<file path="src/rtl/stopwatch_ctrl.sv">
// -----------------------------------------------------------------------------
// stopwatch_ctrl
// Control unit for the stopwatch digit counters. Conditions two raw buttons
// (2-flop sync + debounce + rising-edge event), runs the IDLE/RUN/PAUSE/LAP
// FSM and generates the TICK_HZ count enable from the system clock.
//
// Ports:
//   clk             system clock, all flops on rising edge
//   reset           synchronous, active-high reset
//   btn_start_stop  raw asynchronous button, active-high
//   btn_lap_reset   raw asynchronous button, active-high
//   tick_en         one-cycle count-enable pulse at TICK_HZ while running
//   clear           one-cycle pulse zeroing the digit counters
//   hold            display freeze level (LAP)
//   running         high in RUN or LAP
//   state           IDLE=00, RUN=01, PAUSE=10, LAP=11
// -----------------------------------------------------------------------------
module stopwatch_ctrl #(
    parameter int unsigned CLK_HZ          = 100000000,
    parameter int unsigned TICK_HZ         = 10,
    parameter int unsigned DEBOUNCE_CYCLES = 1000000
) (
    input  logic       clk,
    input  logic       reset,
    input  logic       btn_start_stop,
    input  logic       btn_lap_reset,
    output logic       tick_en,
    output logic       clear,
    output logic       hold,
    output logic       running,
    output logic [1:0] state
);

    localparam int unsigned DIV   = CLK_HZ / TICK_HZ;
    localparam int unsigned PRE_W = $clog2(DIV);
    localparam int unsigned DEB_W = $clog2(DEBOUNCE_CYCLES);
    localparam int unsigned NBTN  = 2;

    typedef enum logic [1:0] {
        ST_IDLE  = 2'b00,
        ST_RUN   = 2'b01,
        ST_PAUSE = 2'b10,
        ST_LAP   = 2'b11
    } state_t;

    // Index 0 = start/stop, index 1 = lap/reset
    logic [NBTN-1:0]            r_sync1;
    logic [NBTN-1:0]            r_sync2;
    logic [NBTN-1:0]            r_level;
    logic [NBTN-1:0]            r_evt;
    logic [NBTN-1:0][DEB_W-1:0] r_cnt;

    state_t             r_state;
    logic               r_hold;
    logic               r_running;
    logic               r_clear;
    logic               r_tick;
    logic [PRE_W-1:0]   r_pre;

    logic w_ss;
    logic w_lr;

    assign w_ss = r_evt[0];
    assign w_lr = r_evt[1];

    // Synchroniser and debouncer; an event fires only when the debounced
    // level flips from 0 to 1
    always_ff @(posedge clk) begin
        if (reset) begin
            r_sync1 <= '0;
            r_sync2 <= '0;
            r_level <= '0;
            r_evt   <= '0;
            r_cnt   <= '0;
        end else begin
            r_sync1 <= {btn_lap_reset, btn_start_stop};
            r_sync2 <= r_sync1;
            for (int i = 0; i < int'(NBTN); i++) begin
                r_evt[i] <= 1'b0;
                if (r_sync2[i] == r_level[i]) begin
                    r_cnt[i] <= '0;
                end else if (r_cnt[i] == DEB_W'(DEBOUNCE_CYCLES - 1)) begin
                    r_level[i] <= r_sync2[i];
                    r_cnt[i]   <= '0;
                    r_evt[i]   <= r_sync2[i];
                end else begin
                    r_cnt[i] <= r_cnt[i] + DEB_W'(1);
                end
            end
        end
    end

    // FSM with registered decoded outputs, plus the prescaler. The tick is
    // judged on the current running level, so a tick due in the cycle that
    // leaves RUN/LAP is still issued.
    always_ff @(posedge clk) begin
        if (reset) begin
            r_state   <= ST_IDLE;
            r_hold    <= 1'b0;
            r_running <= 1'b0;
            r_clear   <= 1'b0;
            r_tick    <= 1'b0;
            r_pre     <= '0;
        end else begin
            r_clear <= 1'b0;
            r_tick  <= 1'b0;

            if (r_running) begin
                if (r_pre == PRE_W'(DIV - 1)) begin
                    r_pre  <= '0;
                    r_tick <= 1'b1;
                end else begin
                    r_pre <= r_pre + PRE_W'(1);
                end
            end

            // ss has priority; a simultaneous lr is dropped
            case (r_state)
                ST_IDLE: begin
                    r_pre <= '0;
                    if (w_ss) begin
                        r_state   <= ST_RUN;
                        r_running <= 1'b1;
                    end else if (w_lr) begin
                        r_clear <= 1'b1;
                    end
                end
                ST_RUN: begin
                    if (w_ss) begin
                        r_state   <= ST_PAUSE;
                        r_running <= 1'b0;
                    end else if (w_lr) begin
                        r_state <= ST_LAP;
                        r_hold  <= 1'b1;
                    end
                end
                ST_LAP: begin
                    if (w_ss) begin
                        r_state   <= ST_PAUSE;
                        r_hold    <= 1'b0;
                        r_running <= 1'b0;
                    end else if (w_lr) begin
                        r_state <= ST_RUN;
                        r_hold  <= 1'b0;
                    end
                end
                ST_PAUSE: begin
                    if (w_ss) begin
                        r_state   <= ST_RUN;
                        r_running <= 1'b1;
                    end else if (w_lr) begin
                        r_state <= ST_IDLE;
                        r_clear <= 1'b1;
                        r_pre   <= '0;
                    end
                end
            endcase
        end
    end

    assign tick_en = r_tick;
    assign clear   = r_clear;
    assign hold    = r_hold;
    assign running = r_running;
    assign state   = r_state;

endmodule

</file>
<file path="config.mk">
export PLATFORM = sky130hd
export DESIGN_NAME = stopwatch_ctrl
export DESIGN_NICKNAME = d
export VERILOG_FILES = /design/src/rtl/stopwatch_ctrl.sv
export SDC_FILE = /design/constraint.sdc
export NUM_CORES = 1
export LEC_CHECK = 0
export ABC_AREA = 1
export CORE_UTILIZATION = 50
export CTS_CLUSTER_DIAMETER = 30
export DETAILED_ROUTE_END_ITERATION = 8
export DONT_BUFFER_PORTS = 1
export PLACE_DENSITY = 0.65
export SETUP_SLACK_MARGIN = 0.05
export SYNTH_ARGS = -nofsm -noshare
export SYNTH_HDL_FRONTEND = slang
export SYNTH_SLANG_ARGS = --single-unit
</file>
<file path="constraint.sdc">
create_clock -name clk -period 2 [get_ports clk]
set_input_delay 0.2 -clock clk [delete_from_list [all_inputs] [get_ports clk]]
set_output_delay 0.2 -clock clk [all_outputs]
set_load 0.05 [all_outputs]
</file>
==> results of run 1 <==
## critical path, cell delays in order (launching register included)
cell and delay, ns:
sky130_fd_sc_hd__dfxtp_1 0.34, sky130_fd_sc_hd__ha_1 0.23, sky130_fd_sc_hd__nand2_1 0.11, sky130_fd_sc_hd__nor2_1 0.08, sky130_fd_sc_hd__nand3_4 0.10, sky130_fd_sc_hd__nor2_2 0.05
sky130_fd_sc_hd__nor2_2 0.45, sky130_fd_sc_hd__nand2_1 0.10, sky130_fd_sc_hd__nor2_1 0.11
## cell families after synthesis
| logic type | synth area share, % |
|---|---|
| AOI/OAI and AO/OA | 5.675 |
| xor gates and xnor gates | 3.591 |
| adders and majority gates | 0.9619 |
| buffers and inverters | 8.015 |
| DFF | 40.01 |
| and+or+nand+nor | 41.74 |
## area by class of cell
class                           count  area (um^2)
Clock buffer                       11        141.4
Multi-Input combinational cell    439         2028
Inverter                           72        270.3
Tap cell                           99        123.9
Fill cell                         749         3118
Clock inverter                      5        82.58
Timing Repair Buffer               10        82.58
Sequential cell                    78         1562
## layer usage
metal / up-vias / share of wire, % / GRT usage [%]
met3: 12 / 3.6 / 4.714
met5: - / 0 / 0
li1: 1875 / - / -
met1: 1523 / 50 / 25.78
met4: 0 / 1.6 / 7.796
met2: 52 / 45 / 34.67
## registers in the layout, indices dropped and copies added (netlist names), 2 cells and up
name / count
r_cnt: 40
r_evt: 2
r_level: 2
r_pre: 24
r_sync1: 2
r_sync2: 2
state: 2
## power breakdown
group	total [mW]	internal [mW]	switching (mW)
sequential	1.56	1.56	0.00298
combinational	0.0242	0.00899	0.0152
clock	1.30	0.740	0.564
total	2.89	2.30	0.582
## final timing paths
path | depth (start not counted) | slack, ns | endpoint | start
setup reg to reg | 8 | 0.37 | r_pre[13] | r_pre[0]
setup / recovery | 8 | 0.37 | r_pre[13] | r_pre[0]
hold reg to reg | 2 | 0.41 | r_sync2[1] | r_sync1[1]
hold / removal | 3 | 0.06 | state[1] | reset
## metrics by stage
step	total power, mW	util, %	instance area, um^2	instances	setup WS, ns
after floorplan	1.611	-	3902	596	0.3484
after global placement	1.612	54.48	4036	695	0.4152
after detailed placement	1.613	54.48	4036	695	0.3561
after CTS	2.928	57.91	4290	714	0.3356
after global routing	3.000	57.91	4290	714	0.1787
final	2.887	57.91	4290	714	0.3667
## layout by cell type (no fill, tap or decap), types with 9 or more instances in the layout
cell type / count
sky130_fd_sc_hd__nand2_1: 164
sky130_fd_sc_hd__nor2_2: 10
sky130_fd_sc_hd__o21ai_0: 9
sky130_fd_sc_hd__xor2_1: 11
sky130_fd_sc_hd__a21oi_1: 26
sky130_fd_sc_hd__nor2_1: 128
sky130_fd_sc_hd__nor3_1: 17
sky130_fd_sc_hd__nand4_1: 11
sky130_fd_sc_hd__inv_1: 71
sky130_fd_sc_hd__clkbuf_8: 10
sky130_fd_sc_hd__nand3_1: 29
sky130_fd_sc_hd__dfxtp_1: 78
==> reports/summary.txt, run 1 <==
STATUS
------------------------------------------------------------------------------------------
Status                                                                        complete, no violations

SYNTHESIS
------------------------------------------------------------------------------------------
Net count of the mapped netlist                                                        603
Synth Register Bits                                                                     78
Post-synthesis sequential area ratio                                                40.01%
Number of enable-type register cells in the synthesized netlist                          0
Netlist area before placement                                                    3902 um^2
Area contributors post-synth                                                  sky130_fd_sc_hd__dfxtp_1 (40%), sky130_fd_sc_hd__nand2_1 (16%), sky130_fd_sc_hd__nor2_1 (12%)
Post-synth cell types                                                                   31
Commonest cells in the synthesized netlist                                    sky130_fd_sc_hd__nand2_1 (164), sky130_fd_sc_hd__nor2_1 (128), sky130_fd_sc_hd__dfxtp_1 (78)
Cell type with the highest aggregate area in the netlist                      sky130_fd_sc_hd__dfxtp_1
Portion of synthesized cell area occupied by the leading cell type                  40.01%
Fraction of registers with async set or reset after synthesis                           0%
Most frequently used cell type in the post-synthesis netlist                  sky130_fd_sc_hd__nand2_1
Post-synth top flop                                                           sky130_fd_sc_hd__dfxtp_1
Number of warnings printed during yosys synthesis                                        0
Number of instances in the synthesized netlist                                         596
Average instance area after synthesis                                           6.548 um^2

CLOCK NETWORK
------------------------------------------------------------------------------------------
Number of gates resized after CTS                                                        0
Clk Tree Root Cell                                                            sky130_fd_sc_hd__clkbuf_8
Clk buf depth                                                                            2
Number of buffers added by the clock tree synthesis step                                 9
Clock edge transition at the registers on the reported setup and hold paths        0.08 ns
Insertion delay of the later-clocked pin in the worst-skew pair                    0.34 ns
Sink Count                                                                              78
Number of setup buffers added after CTS                                                  0
CTS tree                                                                               yes
Deepest level of the CTS H-tree                                                          3
Post-CTS Hold Buffers                                                                    3

STA
------------------------------------------------------------------------------------------
Period utilization                                                                  81.67%
Number of hold violations in the final report                                            0
Final setup violation count                                                              0
Headroom to the max-slew limit                                                      60.76%
Max Clk Rate                                                                    0.6123 GHz
Final-layout worst hold slack                                                   0.06377 ns
RSZ-0062 raised after global routing                                                    no
Number of pins exceeding their max-slew limit in the final report                        0
Actual transition at the worst max-transition pin                                0.5880 ns
Aggregate negative setup slack                                                        0 ns
Min cycle time layout                                                             1.633 ns
Clk_skew                                                                       0.004655 ns

ROUTE
------------------------------------------------------------------------------------------
First DRT Iteration DRCs                                                               151
Post-Route WL                                                                     7.755 mm
Via count normalized by instance count                                               4.849
DRC Markers                                                                              0
1st-pass router iterations                                                               5
Via total after detailed routing                                                      3462
Average wire per standard cell                                                    10.86 um
Number of antenna-violating nets in the routed design                                    0

PLACEMENT
------------------------------------------------------------------------------------------
DPL Wire Length                                                                   5.822 mm
Global placement routability congestion                                             0.8460
IO buf count                                                                             0

LAYOUT
------------------------------------------------------------------------------------------
Antenna cell count                                                                       0
Final Net Count                                                                        617
Fraction of layout instances using a drive strength above 1                         7.317%
Area growth from synthesis to layout                                                9.939%

CRITICAL PATH
------------------------------------------------------------------------------------------
Data required time of the worst path                                               2.28 ns
Largest driver fanout on the critical path                                              14
Crit Path Class                                                               flop to flop
Critical path endpoint category                                                       flop
Startpoint types                                                                      flop
Data arrival at the endpoint of the critical path                                  1.91 ns

FLOORPLAN
------------------------------------------------------------------------------------------
Die Ht                                                                            90.35 um
Floorplan core area                                                              7408 um^2
Die boundary width                                                                90.35 um
Number of primary I/O pins                                                              10
Standard-cell row count                                                                 31
Initial cell density of the core                                                    52.68%
Die ar.                                                                          8162 um^2

GLOBAL ROUTE
------------------------------------------------------------------------------------------
Number of antenna violations at the first check in global routing                        0
Wire length of the first global-routing pass                                      13.72 mm
Via count of the first global-routing pass                                            3128
GRT overflow                                                                             0
Tot GR Track Use                                                                    20.67%
Pin count of the biggest net entering global routing                                    21

JOB
------------------------------------------------------------------------------------------
Number of maximum-capacitance violations                                                 0

POWER
------------------------------------------------------------------------------------------
Max rail drop VDD                                                                0.3457 mV
Static leakage                                                                    1.373 nW
Total power density per cell area                                             672.8 nW/um^2

MIN PATH
------------------------------------------------------------------------------------------
Hold/Removal Path Class                                                       input pin to flop

Power figures use the tool's default switching activity.
==> run 2, diff against run 1 <==
--- a/config.mk
+++ b/config.mk
@@ -10,7 +10,7 @@
 export CTS_CLUSTER_DIAMETER = 30
 export DETAILED_ROUTE_END_ITERATION = 8
 export DONT_BUFFER_PORTS = 1
-export PLACE_DENSITY = 0.65
+export PLACE_DENSITY = 0.68
 export SETUP_SLACK_MARGIN = 0.05
 export SYNTH_ARGS = -nofsm -noshare
 export SYNTH_HDL_FRONTEND = slang
==> constraint.sdc (replaced) <==
create_clock -name clk -period 1.5 [get_ports clk]
set_input_delay 0.15 -clock clk [delete_from_list [all_inputs] [get_ports clk]]
set_output_delay 0.15 -clock clk [all_outputs]
set_load 0.05 [all_outputs]
==> run 2 against run 1 <==
Power increased by 29%. Sequential share of layout area decreased by 4.0 points. Clock skew increased by 0.0056 ns. Sequential power increased by 33%. Maximum frequency increased by 10%. Sequential cell count unchanged. Largest cell class unchanged. Critical endpoint is now r_cnt[8].
==> reports/summary.txt, run 2 (synthesis gave the netlist of run 1 again) <==
STATUS
------------------------------------------------------------------------------------------
Status                                                                        complete, no violations   unchanged

LAYOUT
------------------------------------------------------------------------------------------
Fraction of layout instances using a drive strength above 1                         21.98%   was 7.317%
Final Net Count                                                                        648   was 617
Area growth from synthesis to layout                                                25.36%   was 9.939%
Largest register by flop count                                                       r_cnt   unchanged
Fill cell total of the finished layout                                                 638   was 749
Top flop regs                                                                 r_cnt: 40 flops, r_pre: 24 flops   unchanged
Most common library cell in the layout ignoring fill and taps                 sky130_fd_sc_hd__nand2_1   unchanged
Commonest non-fill, non-tap cells in the layout                               sky130_fd_sc_hd__nand2_1 (152), sky130_fd_sc_hd__nor2_1 (108), sky130_fd_sc_hd__inv_1 (70), sky130_fd_sc_hd__dfxtp_1 (62), sky130_fd_sc_hd__buf_4 (29)   was sky130_fd_sc_hd__nand2_1 (164), sky130_fd_sc_hd__nor2_1 (128), sky130_fd_sc_hd__dfxtp_1 (78), sky130_fd_sc_hd__inv_1 (71), sky130_fd_sc_hd__nand3_1 (29)
Largest register FFs                                                                    40   unchanged
Antenna cell count                                                                       0   unchanged
Finished Cell Area                                                               4892 um^2   was 4290 um^2

CRITICAL PATH
------------------------------------------------------------------------------------------
Bufs and invs on worst path                                                              2   was 0
Worst-path cell with the longest stage delay                                  sky130_fd_sc_hd__dfxtp_2   was sky130_fd_sc_hd__nor2_2
Largest driver fanout on the critical path                                               5   was 14
Crit Path Class                                                               flop to flop   unchanged
WP depth                                                                                10   was 8
Crit path largest cell delay                                                       0.37 ns   was 0.45 ns
Startpoint types                                                                      flop   unchanged
Ordered list of cells on the worst path                                       ha_4 > nand2_4 > nor2_4 > nand2_2 > nor2_4 > nand2_2 > nand2_4 > buf_6 > clkbuf_16 > nor2_1   was ha_1 > nand2_1 > nor2_1 > nand3_4 > nor2_2 > nor2_2 > nand2_1 > nor2_1
R2r worst-path depth                                                                    10   was 8
Data arrival at the endpoint of the critical path                                  1.74 ns   was 1.91 ns
Cell family with most CP delay                                                simple AND/OR/NAND/NOR gates   unchanged
Critical path endpoint category                                                       flop   unchanged
Data required time of the worst path                                               1.76 ns   was 2.28 ns

STA
------------------------------------------------------------------------------------------
Aggregate negative setup slack                                                        0 ns   unchanged
Final critical-path setup slack                                                 0.01910 ns   was 0.3667 ns
Number of hold violations in the final report                                            0   unchanged
Headroom to the max-slew limit                                                      66.98%   was 60.76%
RSZ-0062 raised after global routing                                                   yes   was no
Min cycle time layout                                                             1.481 ns   was 1.633 ns
Period utilization                                                                  98.73%   was 81.67%
Final setup violation count                                                              0   unchanged
Actual transition at the worst max-transition pin                                0.4946 ns   was 0.5880 ns
Clk_skew                                                                        0.01026 ns   was 0.004655 ns
Max Clk Rate                                                                    0.6753 GHz   was 0.6123 GHz
Number of pins exceeding their max-slew limit in the final report                        0   unchanged

GLOBAL ROUTE
------------------------------------------------------------------------------------------
Number of antenna violations at the first check in global routing                        0   unchanged
GRT overflow                                                                             0   unchanged
Tot GR Track Use                                                                    22.82%   was 20.67%
Pin count of the biggest net entering global routing                                    21   unchanged
Wire length of the first global-routing pass                                      15.22 mm   was 13.72 mm
Via count of the first global-routing pass                                            3543   was 3128

PLACEMENT
------------------------------------------------------------------------------------------
Worst Setup Slack post-DPL                                                      -0.1008 ns   was 0.3561 ns
IO buf count                                                                             0   unchanged
Global placement routability congestion                                             0.8693   was 0.8460
DPL Wire Length                                                                   6.093 mm   was 5.822 mm
Cell area reported after detailed placement                                      4187 um^2   was 4036 um^2

FLOORPLAN
------------------------------------------------------------------------------------------
Initial cell density of the core                                                    52.68%   unchanged
Floorplan core area                                                              7408 um^2   unchanged
Die ar.                                                                          8162 um^2   unchanged
Standard-cell row count                                                                 31   unchanged
Die Ht                                                                            90.35 um   unchanged
Die boundary width                                                                90.35 um   unchanged
Number of primary I/O pins                                                              10   unchanged

CLOCK NETWORK
------------------------------------------------------------------------------------------
Sink Count                                                                              78   unchanged
Number of buffers added by the clock tree synthesis step                                 9   unchanged
Clk buf depth                                                                            2   unchanged
Deepest level of the CTS H-tree                                                          3   unchanged
Clock edge transition at the registers on the reported setup and hold paths        0.09 ns   was 0.08 ns
CTS tree                                                                               yes   unchanged
Insertion delay of the later-clocked pin in the worst-skew pair                    0.37 ns   was 0.34 ns
Clk Tree Root Cell                                                            sky130_fd_sc_hd__clkbuf_8   unchanged

ROUTE
------------------------------------------------------------------------------------------
Post-Route WL                                                                     9.202 mm   was 7.755 mm
1st-pass router iterations                                                               4   was 5
Average wire per standard cell                                                    12.35 um   was 10.86 um
DRC Markers                                                                              0   unchanged
First DRT Iteration DRCs                                                               209   was 151
Number of antenna-violating nets in the routed design                                    0   unchanged
Via count normalized by instance count                                               4.992   was 4.849
Via total after detailed routing                                                      3719   was 3462

POWER
------------------------------------------------------------------------------------------
Total design power                                                                3.717 mW   was 2.887 mW
Total power density per cell area                                             759.8 nW/um^2   was 672.8 nW/um^2
Static leakage                                                                    1.604 nW   was 1.373 nW
Max rail drop VDD                                                                0.5953 mV   was 0.3457 mV

MIN PATH
------------------------------------------------------------------------------------------
Number of instances on the worst hold path                                               4   was 3
Hold/Removal Path Class                                                       input pin to flop   unchanged

JOB
------------------------------------------------------------------------------------------
Number of maximum-capacitance violations                                                 0   unchanged

==> run 2: per-stage QoR <==
stage | cells | hold slack, ns | util, %
floorplan | 596 | 0.2570 | -
global placement | 711 | 0.2230 | 56.51
detailed placement | 711 | 0.2254 | 56.51
CTS | 736 | 0.1394 | 61.17
global route | 745 | 0.1256 | 66.04
finish | 745 | 0.1101 | 66.04
==> run 2: worst paths after layout <==
check,startpoint,end,slack (ns)
setup / recovery,r_cnt[0],r_cnt[8],0.02
hold / removal,reset,r_cnt[23],0.11
setup reg to reg,r_cnt[0],r_cnt[8],0.02
hold reg to reg,r_sync1[0],r_sync2[0],0.41
==> run 2: timing repair <==
action                                  4_1_cts  5_1_grt
endpoints found under the hold margin        12        0
endpoints found under the setup margin       54       65
hold buffers                                  3        0
pin swaps                                     3       17
gates cloned                                  1        2
resized for setup                            13       76
buffers inserted                              5        7
==> run 2: layer usage <==
layer,share of wire [%],track usage [%]
met5,0,0
met4,1.6,7.796
met3,3.5,5.724
met2,50,40.20
met1,45,26.86
==> run 2: final cells by class <==
class,instances,area [um^2],area share (%)
tap,99,123.9,2.532
clock buffer,10,148.9,3.043
sequential,78,1584,32.38
timing repair buffer,41,424.2,8.670
clock inverter,6,51.30,1.049
multi-input combinational,439,2290,46.80
inverter,72,270.3,5.524
==> run 2: worst min-delay path: cells and delay by family <==
family | cells | cell delay (ns)
AO/OA/AOI/OAI | 1 | 0.03
buffers and inverters | 1 | 0.15
AND/OR/NAND/NOR | 2 | 0.12
==> run 2: where the power goes <==
part / leakage [nW] / switching, mW / internal, mW
combinational: 0.874 / 0.0319 / 0.0326
clock: 0.0922 / 0.856 / 0.720
sequential: 0.637 / 0.00355 / 2.07
total: 1.60 / 0.891 / 2.83
==> run 3, diff against run 2 <==
--- a/config.mk
+++ b/config.mk
@@ -11,7 +11,7 @@
 export DETAILED_ROUTE_END_ITERATION = 8
 export DONT_BUFFER_PORTS = 1
 export PLACE_DENSITY = 0.68
-export SETUP_SLACK_MARGIN = 0.05
+export SETUP_SLACK_MARGIN = 0.4
 export SYNTH_ARGS = -nofsm -noshare
 export SYNTH_HDL_FRONTEND = slang
 export SYNTH_SLANG_ARGS = --single-unit
==> run 3 against run 2 <==
Register-to-register slack better by 0.06 ns. Die area unchanged. Via count grew 12%. Sequential share of layout area is 3.5 points lower. Wire length is 23% higher. Worst hold slack worse by 0.10 ns. Worst setup slack better by 0.058 ns. Combinational power grew 22%. Clock power is 13% higher. Largest power group unchanged.
==> reports/summary.txt, run 3 (synthesis gave the netlist of run 1 again) <==
FLOORPLAN
------------------------------------------------------------------------------------------
Number of primary I/O pins                                                              10   unchanged
Floorplan core area                                                              7408 um^2   unchanged
Initial cell density of the core                                                    52.68%   unchanged
Die boundary width                                                                90.35 um   unchanged
Die ar.                                                                          8162 um^2   unchanged
Standard-cell row count                                                                 31   unchanged
Die Ht                                                                            90.35 um   unchanged

PLACEMENT
------------------------------------------------------------------------------------------
Placed instance count                                                                  707   was 711
IO buf count                                                                             0   unchanged
Global placement routability congestion                                             0.9096   was 0.8693
DPL Wire Length                                                                   6.210 mm   was 6.093 mm
Cell area reported after detailed placement                                      4355 um^2   was 4187 um^2

JOB
------------------------------------------------------------------------------------------
Number of maximum-capacitance violations                                                 0   unchanged

ROUTE
------------------------------------------------------------------------------------------
Post-Route WL                                                                     11.29 mm   was 9.202 mm
DRC Markers                                                                              0   unchanged
Via count normalized by instance count                                               5.319   was 4.992
First DRT Iteration DRCs                                                               205   was 209
Average wire per standard cell                                                    14.46 um   was 12.35 um
Number of antenna-violating nets in the routed design                                    0   unchanged
Via total after detailed routing                                                      4154   was 3719
1st-pass router iterations                                                               5   was 4

LAYOUT
------------------------------------------------------------------------------------------
Antenna cell count                                                                       0   unchanged
Fraction of layout instances using a drive strength above 1                         41.50%   was 21.98%
Post-route non-filler standard cell count                                              781   was 745
Commonest non-fill, non-tap cells in the layout                               sky130_fd_sc_hd__nand2_1 (123), sky130_fd_sc_hd__nor2_1 (90), sky130_fd_sc_hd__inv_1 (59), sky130_fd_sc_hd__buf_4 (51), sky130_fd_sc_hd__dfxtp_1 (34)   was sky130_fd_sc_hd__nand2_1 (152), sky130_fd_sc_hd__nor2_1 (108), sky130_fd_sc_hd__inv_1 (70), sky130_fd_sc_hd__dfxtp_1 (62), sky130_fd_sc_hd__buf_4 (29)
Most common library cell in the layout ignoring fill and taps                 sky130_fd_sc_hd__nand2_1   unchanged
Final Net Count                                                                        684   was 648
Final core utilization                                                              76.85%   was 66.04%
Finished Cell Area                                                               5693 um^2   was 4892 um^2
Fill cell total of the finished layout                                                 503   was 638
Largest register by flop count                                                       r_cnt   unchanged
Largest register FFs                                                                    40   unchanged
Area growth from synthesis to layout                                                45.88%   was 25.36%
Top flop regs                                                                 r_cnt: 40 flops, r_pre: 24 flops   unchanged

STA
------------------------------------------------------------------------------------------
Max Clk Rate                                                                    0.7026 GHz   was 0.6753 GHz
Number of pins exceeding their max-slew limit in the final report                        0   unchanged
Clk_skew                                                                        0.01179 ns   was 0.01026 ns
Final setup violation count                                                              0   unchanged
RSZ-0062 raised after global routing                                                   yes   unchanged
Headroom to the max-slew limit                                                      68.35%   was 66.98%
Period utilization                                                                  94.88%   was 98.73%
Number of hold violations in the final report                                            0   unchanged
Min cycle time layout                                                             1.423 ns   was 1.481 ns
Actual transition at the worst max-transition pin                                0.4731 ns   was 0.4946 ns

GLOBAL ROUTE
------------------------------------------------------------------------------------------
Wire length of the first global-routing pass                                      16.71 mm   was 15.22 mm
Pin count of the biggest net entering global routing                                    14   was 21
Tot GR Track Use                                                                    25.25%   was 22.82%
GRT overflow                                                                             0   unchanged
Via count of the first global-routing pass                                            3816   was 3543
Number of antenna violations at the first check in global routing                        0   unchanged

CLOCK NETWORK
------------------------------------------------------------------------------------------
Sink Count                                                                              78   unchanged
Number of buffers added by the clock tree synthesis step                                 9   unchanged
Clk Tree Root Cell                                                            sky130_fd_sc_hd__clkbuf_8   unchanged
Insertion delay of the later-clocked pin in the worst-skew pair                    0.37 ns   about the same
CTS tree                                                                               yes   unchanged
Clk buf depth                                                                            2   unchanged
Deepest level of the CTS H-tree                                                          3   unchanged
Clock edge transition at the registers on the reported setup and hold paths        0.08 ns   was 0.09 ns

CRITICAL PATH
------------------------------------------------------------------------------------------
Startpoint types                                                                      flop   unchanged
Critical path endpoint category                                                       flop   unchanged
Data required time of the worst path                                               1.75 ns   was 1.76 ns
Crit Path Class                                                               flop to flop   unchanged
Data arrival at the endpoint of the critical path                                  1.68 ns   was 1.74 ns
Largest driver fanout on the critical path                                               5   unchanged

POWER
------------------------------------------------------------------------------------------
Total power density per cell area                                             690.2 nW/um^2   was 759.8 nW/um^2
Max rail drop VDD                                                                0.6379 mV   was 0.5953 mV
Static leakage                                                                    1.970 nW   was 1.604 nW

STATUS
------------------------------------------------------------------------------------------
Status                                                                        complete, no violations   unchanged

MIN PATH
------------------------------------------------------------------------------------------
Hold/Removal Path Class                                                       input pin to flop   unchanged

==> run 3: cell types whose count changed in the layout (fill, tap and decap cells not counted), sizes merged, moves of 2 or more <==
| cell | change |
|---|---|
| inv | -2 |
| buf | +34 |
| bufinv | +2 |
| dlygate4sd3 | +4 |
==> run 3: power by group <==
| group | internal, mW | switching, mW |
|---|---|---|
| Clock | 0.986 | 0.807 |
| Combinational | 0.0409 | 0.0378 |
| Sequential | 2.05 | 0.00414 |
==> run 3: per-layer routing <==
metal  track usage, %  vias up  wire length, um
met5                0        -                0
met4            11.83        0              567
met3            6.650       58              546
met2            44.66      139             5514
met1            28.16     1926             4664
li1                 -     2031                -
==> run 3: layout make-up <==
class                   count  area [um^2]  share of cell area [%]
clock inverters             5        81.33                   1.429
repair buffers             76        755.7                   13.27
multi-input cells         440         2670                   46.90
clock buffers              11        141.4                   2.484
inverters                  72        274.0                   4.813
well taps                  99        123.9                   2.176
flip-flops and latches     78         1647                   28.92
==> run 3: path summary, 6_finish.rpt <==
kind	from	end	slack [ns]	cells after the start
setup / recovery	r_cnt[35]	r_cnt[32]	0.08	10
setup reg to reg	r_cnt[35]	r_cnt[32]	0.08	10
hold reg to reg	r_sync1[1]	r_sync2[1]	0.41	2
hold / removal	reset	state[1]	0.007	3
==> run 3: stage by stage <==
stage	setup WS, ns	power (mW)	hold WS (ns)	TNS [ns]
4_1_cts	0.1402	3.934	0.001533	0
5_1_grt	0.006635	4.047	0.03068	0
2_1_floorplan	0.1973	2.153	0.2570	0
3_3_place_gp	-0.04928	2.159	0.2232	-0.5913
3_5_place_dp	-0.1033	2.160	0.2246	-1.107
6_report	0.07679	3.929	0.007445	0
==> run 3: critical path, stage by stage, from the launching register on <==
cell and delay, ns:
sky130_fd_sc_hd__dfxtp_2 0.34, sky130_fd_sc_hd__inv_2 0.06, sky130_fd_sc_hd__nand2_2 0.05, sky130_fd_sc_hd__nor2_2 0.13
sky130_fd_sc_hd__nand2_1 0.08, sky130_fd_sc_hd__nor2_2 0.16, sky130_fd_sc_hd__nand2_2 0.11, sky130_fd_sc_hd__nand2_4 0.10
sky130_fd_sc_hd__buf_6 0.13, sky130_fd_sc_hd__buf_16 0.13, sky130_fd_sc_hd__nor2_1 0.04
==> run 3: timing repair <==
action / CTS / global route
pin swaps: 25 / 34
endpoints found under the hold margin: 11 / 1
gates cloned: 4 / 1
resized for setup: 118 / 73
buffers inserted: 27 / 20
hold buffers: 6 / 1
endpoints found under the setup margin: 72 / 71
